--- config.mk ---
export PLATFORM = sky130hd
export DESIGN_NAME = te_muldiv_unit
export DESIGN_NICKNAME = d
export VERILOG_FILES = /design/src/rtl/te_muldiv_pkg.sv /design/src/rtl/te_muldiv_step.sv /design/src/rtl/te_muldiv_unit.sv
export SDC_FILE = /design/constraint.sdc
export NUM_CORES = 2
export LEC_CHECK = 0
export BUFFER_PORTS_ARGS = -buffer_cell sky130_fd_sc_hd__buf_2
export CORE_MARGIN = 2
export CORE_UTILIZATION = 50
export DETAILED_ROUTE_END_ITERATION = 10
export PLACE_DENSITY = 0.67
export SYNTH_ARGS = -nofsm -noshare
export SYNTH_HDL_FRONTEND = slang
export SYNTH_HIERARCHICAL = 1
export SYNTH_SLANG_ARGS = --single-unit
--- constraint.sdc ---
create_clock -name clk_i -period 5.5 [get_ports clk_i]
set_clock_uncertainty 0.2 [all_clocks]
set_input_delay 1.375 -clock clk_i [delete_from_list [all_inputs] [get_ports clk_i]]
set_output_delay 1.375 -clock clk_i [all_outputs]
set_load 0.01 [all_outputs]
--- src/rtl/te_muldiv_pkg.sv ---
// Shared types and op-decode helpers for the iterative RV64M multiply/divide unit.
package te_muldiv_pkg;

    localparam int ITER64 = 64;
    localparam int ITER32 = 32;

    typedef enum logic [3:0] {
        OP_MUL    = 4'b0000,
        OP_MULH   = 4'b0001,
        OP_MULHSU = 4'b0010,
        OP_MULHU  = 4'b0011,
        OP_DIV    = 4'b0100,
        OP_DIVU   = 4'b0101,
        OP_REM    = 4'b0110,
        OP_REMU   = 4'b0111,
        OP_MULW   = 4'b1000,
        OP_DIVW   = 4'b1100,
        OP_DIVUW  = 4'b1101,
        OP_REMW   = 4'b1110,
        OP_REMUW  = 4'b1111
    } op_e;

    typedef enum logic [1:0] {IDLE, PREP, CALC, FIN} state_e;

    // 1001/1010/1011 are the only unassigned codes.
    function automatic logic is_legal(input logic [3:0] op);
        return !(op[3] && !op[2] && (op[1:0] != 2'b00));
    endfunction

    function automatic logic is_word(input logic [3:0] op);
        return op[3];
    endfunction

    function automatic logic is_mul(input logic [3:0] op);
        return is_legal(op) && !op[2];
    endfunction

    function automatic logic is_rem(input logic [3:0] op);
        return op[1];
    endfunction

    function automatic logic is_signed_a(input logic [3:0] op);
        return is_mul(op) ? (op[1:0] != 2'b11) : !op[0];
    endfunction

    function automatic logic is_signed_b(input logic [3:0] op);
        return is_mul(op) ? !op[1] : !op[0];
    endfunction

endpackage

--- src/rtl/te_muldiv_step.sv ---
// One radix-2 iteration: shift-add multiply step or restoring-divide step.
module te_muldiv_step #(
    parameter int W = 64
) (
    input  logic         mul_mode,
    input  logic [W-1:0] hi,
    input  logic [W-1:0] lo,
    input  logic [W-1:0] operand,
    output logic [W-1:0] hi_next,
    output logic [W-1:0] lo_next
);

    logic [W:0] sum;
    logic [W:0] rem_sh;
    logic [W:0] diff;

    always_comb begin
        sum     = {1'b0, hi} + (lo[0] ? {1'b0, operand} : '0);
        rem_sh  = {hi, lo[W-1]};
        diff    = rem_sh - {1'b0, operand};
        hi_next = hi;
        lo_next = lo;
        if (mul_mode) begin
            // Carry out of the add shifts into the top of the product.
            hi_next = sum[W:1];
            lo_next = {sum[0], lo[W-1:1]};
        end else if (!diff[W]) begin
            hi_next = diff[W-1:0];
            lo_next = {lo[W-2:0], 1'b1};
        end else begin
            hi_next = rem_sh[W-1:0];
            lo_next = {lo[W-2:0], 1'b0};
        end
    end

endmodule

--- src/rtl/te_muldiv_unit.sv ---
// Iterative RV64M multiply/divide execute unit, one radix-2 step per clock.
//   state | meaning
//   IDLE  | waiting for start_i
//   PREP  | magnitudes, special-case detect, counter load
//   CALC  | one shift-add / restore-subtract step per cycle
//   FIN   | sign correction, result select, done_o
module te_muldiv_unit
    import te_muldiv_pkg::*;
#(
    parameter int XLEN = 64
) (
    input  logic            clk_i,
    input  logic            rst_ni,
    input  logic            start_i,
    input  logic            flush_i,
    input  logic [3:0]      op_i,
    input  logic [XLEN-1:0] rs1_data_i,
    input  logic [XLEN-1:0] rs2_data_i,
    input  logic [4:0]      rd_i,
    output logic            busy_o,
    output logic            done_o,
    output logic [XLEN-1:0] result_o,
    output logic [4:0]      rd_o
);

    localparam logic [XLEN-1:0] MOST_NEG = {1'b1, {(XLEN-1){1'b0}}};

    state_e            state_q, state_d;
    logic [3:0]        op_q;
    logic [XLEN-1:0]   a_q, b_q;
    logic [4:0]        rd_q, rd_out_q;
    logic [XLEN-1:0]   hi_q, lo_q, bm_q;
    logic [6:0]        cnt_q;
    logic              neg_res_q, neg_rem_q, spec_q;
    logic [XLEN-1:0]   spec_res_q, result_q;

    logic              accept;
    logic              op_w, op_mul, op_div, sgn_a, sgn_b, neg_a, neg_b;
    logic              div_zero, div_ovf, special;
    logic [XLEN-1:0]   a_w, b_w, a_ext, b_ext, mag_a, mag_b, spec_res;
    logic [XLEN-1:0]   step_hi, step_lo;
    logic [2*XLEN-1:0] prod, prod_s;
    logic [31:0]       mulw_s;
    logic [XLEN-1:0]   quo_s, rem_s, div_sel, fin_res;

    always_comb begin
        op_w   = is_word(op_q);
        op_mul = is_mul(op_q);
        op_div = is_legal(op_q) && !op_mul;
        sgn_a  = is_signed_a(op_q);
        sgn_b  = is_signed_b(op_q);
        a_w    = {{(XLEN-32){a_q[31]}}, a_q[31:0]};
        b_w    = {{(XLEN-32){b_q[31]}}, b_q[31:0]};
        a_ext  = op_w ? (sgn_a ? a_w : {{(XLEN-32){1'b0}}, a_q[31:0]}) : a_q;
        b_ext  = op_w ? (sgn_b ? b_w : {{(XLEN-32){1'b0}}, b_q[31:0]}) : b_q;
        neg_a  = sgn_a & a_ext[XLEN-1];
        neg_b  = sgn_b & b_ext[XLEN-1];
        mag_a  = neg_a ? -a_ext : a_ext;
        mag_b  = neg_b ? -b_ext : b_ext;

        div_zero = op_div && (b_ext == '0);
        div_ovf  = op_div && sgn_a &&
                   (op_w ? ((a_q[31:0] == 32'h8000_0000) && (b_q[31:0] == 32'hFFFF_FFFF))
                         : ((a_q == MOST_NEG) && (b_q == '1)));
        special  = !is_legal(op_q) || div_zero || div_ovf;

        spec_res = '0;
        if (div_zero) begin
            spec_res = is_rem(op_q) ? (op_w ? a_w : a_q) : '1;
        end else if (div_ovf) begin
            spec_res = is_rem(op_q) ? '0 : (op_w ? a_w : a_q);
        end
    end

    te_muldiv_step #(.W(XLEN)) u_step (
        .mul_mode (op_mul),
        .hi       (hi_q),
        .lo       (lo_q),
        .operand  (bm_q),
        .hi_next  (step_hi),
        .lo_next  (step_lo)
    );

    // After 32 shift-add steps the W product sits one word up: its low half is lo_q[63:32].
    always_comb begin
        prod    = {hi_q, lo_q};
        prod_s  = neg_res_q ? -prod : prod;
        mulw_s  = neg_res_q ? -lo_q[63:32] : lo_q[63:32];
        quo_s   = neg_res_q ? -lo_q : lo_q;
        rem_s   = neg_rem_q ? -hi_q : hi_q;
        div_sel = is_rem(op_q) ? rem_s : quo_s;
        fin_res = '0;
        if (spec_q) begin
            fin_res = spec_res_q;
        end else if (op_mul) begin
            if (op_w)
                fin_res = {{(XLEN-32){mulw_s[31]}}, mulw_s};
            else if (op_q == OP_MUL)
                fin_res = prod_s[XLEN-1:0];
            else
                fin_res = prod_s[2*XLEN-1:XLEN];
        end else begin
            fin_res = op_w ? {{(XLEN-32){div_sel[31]}}, div_sel[31:0]} : div_sel;
        end
    end

    always_comb begin
        accept  = (state_q == IDLE) && start_i && !flush_i;
        state_d = state_q;
        case (state_q)
            IDLE:    if (accept) state_d = PREP;
            PREP:    state_d = special ? FIN : CALC;
            CALC:    if (cnt_q == 7'd1) state_d = FIN;
            FIN:     state_d = IDLE;
            default: state_d = IDLE;
        endcase
        if (flush_i) state_d = IDLE;

        busy_o   = (state_q != IDLE);
        done_o   = (state_q == FIN) && !flush_i;
        result_o = done_o ? fin_res : result_q;
        rd_o     = done_o ? rd_q : rd_out_q;
    end

    always_ff @(posedge clk_i or negedge rst_ni) begin
        if (!rst_ni) begin
            state_q    <= IDLE;
            op_q       <= '0;
            a_q        <= '0;
            b_q        <= '0;
            rd_q       <= '0;
            hi_q       <= '0;
            lo_q       <= '0;
            bm_q       <= '0;
            cnt_q      <= '0;
            neg_res_q  <= 1'b0;
            neg_rem_q  <= 1'b0;
            spec_q     <= 1'b0;
            spec_res_q <= '0;
            result_q   <= '0;
            rd_out_q   <= '0;
        end else begin
            state_q <= state_d;
            if (accept) begin
                op_q <= op_i;
                a_q  <= rs1_data_i;
                b_q  <= rs2_data_i;
                rd_q <= rd_i;
            end
            if (state_q == PREP) begin
                hi_q       <= '0;
                // W divides feed the dividend MSB-first, so park it in the upper word.
                lo_q       <= (op_div && op_w) ? {mag_a[31:0], 32'b0} : mag_a;
                bm_q       <= mag_b;
                neg_res_q  <= neg_a ^ neg_b;
                neg_rem_q  <= neg_a;
                spec_q     <= special;
                spec_res_q <= spec_res;
                cnt_q      <= op_w ? 7'(ITER32) : 7'(ITER64);
            end else if (state_q == CALC) begin
                hi_q  <= step_hi;
                lo_q  <= step_lo;
                cnt_q <= cnt_q - 7'd1;
            end
            if (done_o) begin
                result_q <= fin_res;
                rd_out_q <= rd_q;
            end
        end
    end

endmodule

# Word-level counts from Yosys, hierarchy flattened
# Index checks and enable logic that the tools add are counted.
totals:
  input_bits: 141
  out_inout_bits: 71
  regBits: 474
  wordCells: 110
op_classes:
  n_addsub: 9
  bitwise_logic: 3
  n_eq_ne: 11
  mux: 44
  n_reduce_logical: 28
ops:
  columns: ["cell", "n"]
  rows:
  - ["64-bit two-way mux", 29]
  - ["64-bit negator", 4]
  - ["64-bit equality test, second input constant", 2]
  - ["128-bit two-way mux", 1]
  - ["128-bit negator", 1]
  - ["64-bit by 65-bit adder with 65-bit output", 1]
  - ["65-bit by 64-bit subtractor with 65-bit output", 1]
  - ["32-bit equality test, second input constant", 2]
  - ["64-bit logical NOT", 1]
  - ["32-bit two-way mux", 1]
  - ["32-bit negator", 1]
  - ["7-bit two-way mux", 3]
  - ["1-bit logical AND", 13]
  - ["2-bit one-hot mux with 4 select lines", 1]
  - ["7-bit by 1-bit equality test with 1-bit output, second input constant", 1]
  - ["7-bit by 1-bit subtractor with 7-bit output, second input constant", 1]
  - ["1-bit logical NOT", 6]
  - ["2-bit two-way mux", 3]
  - ["3-bit inequality test, second input constant", 2]
  - ["2-bit nonzero test", 3]
  - ["1-bit two-way mux", 5]
  - ["5-bit two-way mux", 1]
  - ["2-bit equality test, second input constant", 2]
  - ["4-bit logical NOT", 1]
  - ["7 further kinds", 9]

# Longest topological paths before layout
depth:
  ltp_word: 15
  ltp_mapped: 18
  depth_no_buf: 16

# By module
# Netlist, hierarchy kept.
modules_own_cells:
  columns: ["module", "instances", "area_per_inst_um2", "seq_area_each_um2", "cells_each"]
  rows:
  - ["te_muldiv_unit", 1, 31057.3, 11861.4, 3612]
  - ["te_muldiv_step", 1, 9975.8, 0.0, 1499]

# Least setup slack after synthesis
# Ideal clock, no wire load.
synth_path:
  kind: "reg-to-output"
  from: "register lo_q[18]"
  to: "output port result_o[40]"
  required_time_ns: 3.925
  path_slack_ns: -0.021
  stages_incl_launch_ff: 12
  n_path_buf: 3
  arrival_ns: 3.946
  cell_sequence: "dfrtp_1 > buf_6 > or4_4 > or4_4 > buf_6 > or3_1 > buf_2 > or3_4 > o41a_1 > xnor2_1 > o2111a_1 > a2111oi_0"
synth_via:
  elab_chain_cells: 7
  word_cells_on_any_way: 11
  cone_classes: "add/sub (2); mux (9)"
synth_lines:
  columns: ["element", "line_no", "source"]
  rows:
  - ["from (decl)", "te_muldiv_unit.sv:32", "logic [XLEN-1:0] hi_q, lo_q, bm_q;"]
  - ["from (signal assigned)", "te_muldiv_unit.sv:153", "lo_q <= (op_div && op_w) ? {mag_a[31:0], 32'b0} : mag_a;"]
  - ["from (signal assigned)", "te_muldiv_unit.sv:162", "lo_q <= step_lo;"]
  - ["128-bit negator / 64-bit negator (equally long branches)", "te_muldiv_unit.sv:87, te_muldiv_unit.sv:89", null]
  - ["128-bit two-way mux / 64-bit two-way mux (equally long branches)", "te_muldiv_unit.sv:87, te_muldiv_unit.sv:89", null]
  - ["64-bit two-way mux (on tied branches)", "te_muldiv_unit.sv:98, te_muldiv_unit.sv:91", null]
  - ["64-bit two-way mux (on tied branches)", "te_muldiv_unit.sv:96, te_muldiv_unit.sv:103", null]
  - ["64-bit two-way mux (*)", "te_muldiv_unit.sv:95", "end else if (op_mul) begin"]
  - ["64-bit two-way mux (*)", "te_muldiv_unit.sv:93", "if (spec_q) begin"]
  - ["64-bit two-way mux (*)", null, null]
  - ["to (decl)", "te_muldiv_unit.sv:22", "output logic [XLEN-1:0] result_o,"]
# Every way passes the cells marked *; elsewhere a longest branch is shown, timed or not.

# Worst setup path in the final report
layout_path:
  from: "register lo_q[16]"
  to: "output port result_o[44]"
# The elaborated chain is that of the path after synthesis.

==> results.ini <==
[clock_tree]
htreeDepth=2
hold_buffers=0
cts_tree=yes
root_buffer=clkbuf_16
clk-insertion-delay-late_ns=0.68
clk_pin_slew_worst_paths_ns=0.06
clock_path_buffers=3
cts.sinks=474
numCtsBuffers=54

[yosys]
synth-seq-cells=474
yosysSeqAreaShare=0.289
ys.flop_type=dfrtp_1
syn_nets=5394
yosys.area.top_type=dfrtp_1
synthCells=5111
ys_async_sr_fraction=1.00
synth_common_cells=dfrtp_1, nor2_1, a21oi_1
synth_top_cell_area_share=0.289
avgSynthCellArea_um2=8.03
netlist_area_um2=41000
synth_edf_count=0
ys_warn_count=6
netlist-cell-type-count=93
synth.area.top_cells=dfrtp_1, mux2_2, a21oi_1
yosysMostFrequentCell=dfrtp_1

[sta]
fin_setup_tns_ns=-6.25
slew_viol_final=0
grt_setup_unrepaired=true
period_needed_ns=5.80
period_share=1.06
finalHoldViolCount=0
finalSetupViolations=46
timing.fmax_ghz=0.172
slew_headroom=0.126
layout_setup_ws_ns=-0.305
worst_pin_slew_ns=1.28

[grt]
grt_antenna_before_repair=13
grt_overflow_total=0
grt_use_total=0.450
grt_max_degree=233
grt_pass1_wl_um=282000
grt_pass1_vias=40444

[routing]
viasPerCell=6.76
firstDrtPassIters=9
postRouteAntennaNets=0
num_vias=43802
first_iter_violations=5796
drcViolationCount=0
wl_per_cell_um=30.3
drt_wl_total_um=196000

[critical_path]
cp_data_required_time_ns=3.92
critPathSlowestCell=or4_4
end_kind=output port
cp_max_fo=5
worstPathArrival_ns=4.23
crit_path_start=lo_q[16]
critPathMaxStageDelay_ns=0.54
path_cells=or4_4 -> or4_4 -> or3_4 -> or3_4 -> buf_12 -> o41ai_4 -> xnor2_1 -> a211oi_2 -> nor3_2 -> buf_2
worstSetupPathType=register to output port
r2r-start=lo_q[0]
cp-start-kind=register

[final_layout]
drive_gt1_frac=0.238
seq_area_um2=11900
layout.nets=5642
area.growth.synth_to_final_pct=19.5
nFillCells=7461
multi_input_area_um2=29000

[place]
port_buffers=211
dp_hpwl_um=151000
gp_congestion=1.13

[floorplanning]
core_um2=81700
dieArea_um2=84400
rows=105
die_w_um=290
die_height_um=290
pin_count=212
initial_core_util=0.502

[min_path]
hp-start=rd_out_q[4]
min_path_type=register to register

[status]
status=complete, but fails checks
violations=setup timing

[flow_run]
max_cap_viol_count=0

[cell usage in the layout (no fill, tap or decap), drive strengths merged, types with 36 or more instances in the layout]
cell	instances
xnor2	191
and3	52
a31o	60
and2	83
clkbuf	77
mux2	222
ha	140
o21ai	391
o221ai	36
nor4	68
nor2	445
a31oi	81
or3	58
dfrtp	474
nand2	346
a211oi	70
nand4	84
nand3	108
o31ai	73
inv	153
a21oi	429
mux2i	55
xor2	202
nor3	128
buf	591
a21o	78
o22ai	66
or4	57
nor2b	114
[logic make-up after synthesis]
kind of cell / count (synthesis) / synth area share
AOI/OAI and AO/OA: 1600 / 0.252
xor gates and xnor gates: 393 / 0.0839
adders and majority gates: 142 / 0.0437
buffers and inverters: 556 / 0.0532
DFF: 474 / 0.289
muxes: 277 / 0.0743
and+or+nand+nor: 1669 / 0.204
[worst paths after layout]
| path | to | slack, ns | cells after the start |
|---|---|---|---|
| worst max-delay path | result_o[44] | -0.30 | 10 |
| worst min-delay path | rd_out_q[4] | 0.28 | 2 |
| worst max register to register | hi_q[50] | 0.12 | 16 |
| worst min register to register | rd_out_q[4] | 0.28 | 2 |
| max in group asynchronous | spec_res_q[6] | 3.56 | 2 |
| min in group asynchronous | b_q[25] | 0.47 | 1 |
[what timing repair did]
item / CTS / global route
setup buffers: 31 / 27
cloned: 3 / 0
endpoints found under the setup margin: 64 / 65
resized for setup: 239 / 185
endpoints found under the hold margin: 0 / 0
pin swaps: 82 / 95
[metal layers]
metal / vias up / track usage / share of wire
li1: 19273 / - / -
met1: 21242 / 0.599 / 0.40
met2: 2723 / 0.619 / 0.39
met3: 556 / 0.184 / 0.14
met4: 8 / 0.233 / 0.063
met5: - / 0.0164 / 0.0012
[critical path: cells and delay by family (launching register included)]
| family | cells | cell delay (ns) |
|---|---|---|
| buffers and inverters | 2 | 0.32 |
| xor gates and xnor gates | 1 | 0.13 |
| AOI/OAI and AO/OA | 2 | 0.70 |
| and+or+nand+nor | 5 | 2.01 |
| DFF | 1 | 0.38 |
[state kept, by name, indices dropped and copies added, names as in the netlist, 5 cells and up]
name        count
spec_res_q     64
hi_q           64
bm_q           64
a_q            64
rd_q            5
result_q       64
b_q            64
lo_q           64
rd_out_q        5
cnt_q           7
[stage by stage]
stage	instances	utilization	hold slack [ns]	instance area (um2)	setup WS, ns
2_1_floorplan	5111	-	0.259	41000	0.128
3_3_place_gp	6315	0.544	0.249	44500	0.118
3_5_place_dp	6315	0.544	0.258	44500	0.0533
4_1_cts	6448	0.584	0.277	47800	-0.305
5_1_grt	6473	0.600	0.291	49000	-0.322
6_report	6477	0.600	0.276	49000	-0.305
[area by class of cell]
type,count,share of cell area
clock buffer,77,0.0322
tap,1070,0.0273
antenna,5,0.000255
inverter,156,0.0121
timing repair buffer,591,0.0871
clock inverter,22,0.00663
multi-input combinational,4082,0.592
sequential,474,0.242
Power is not shown: default switching activity piles up to over one toggle a cycle in this logic, so the estimate is an artifact.
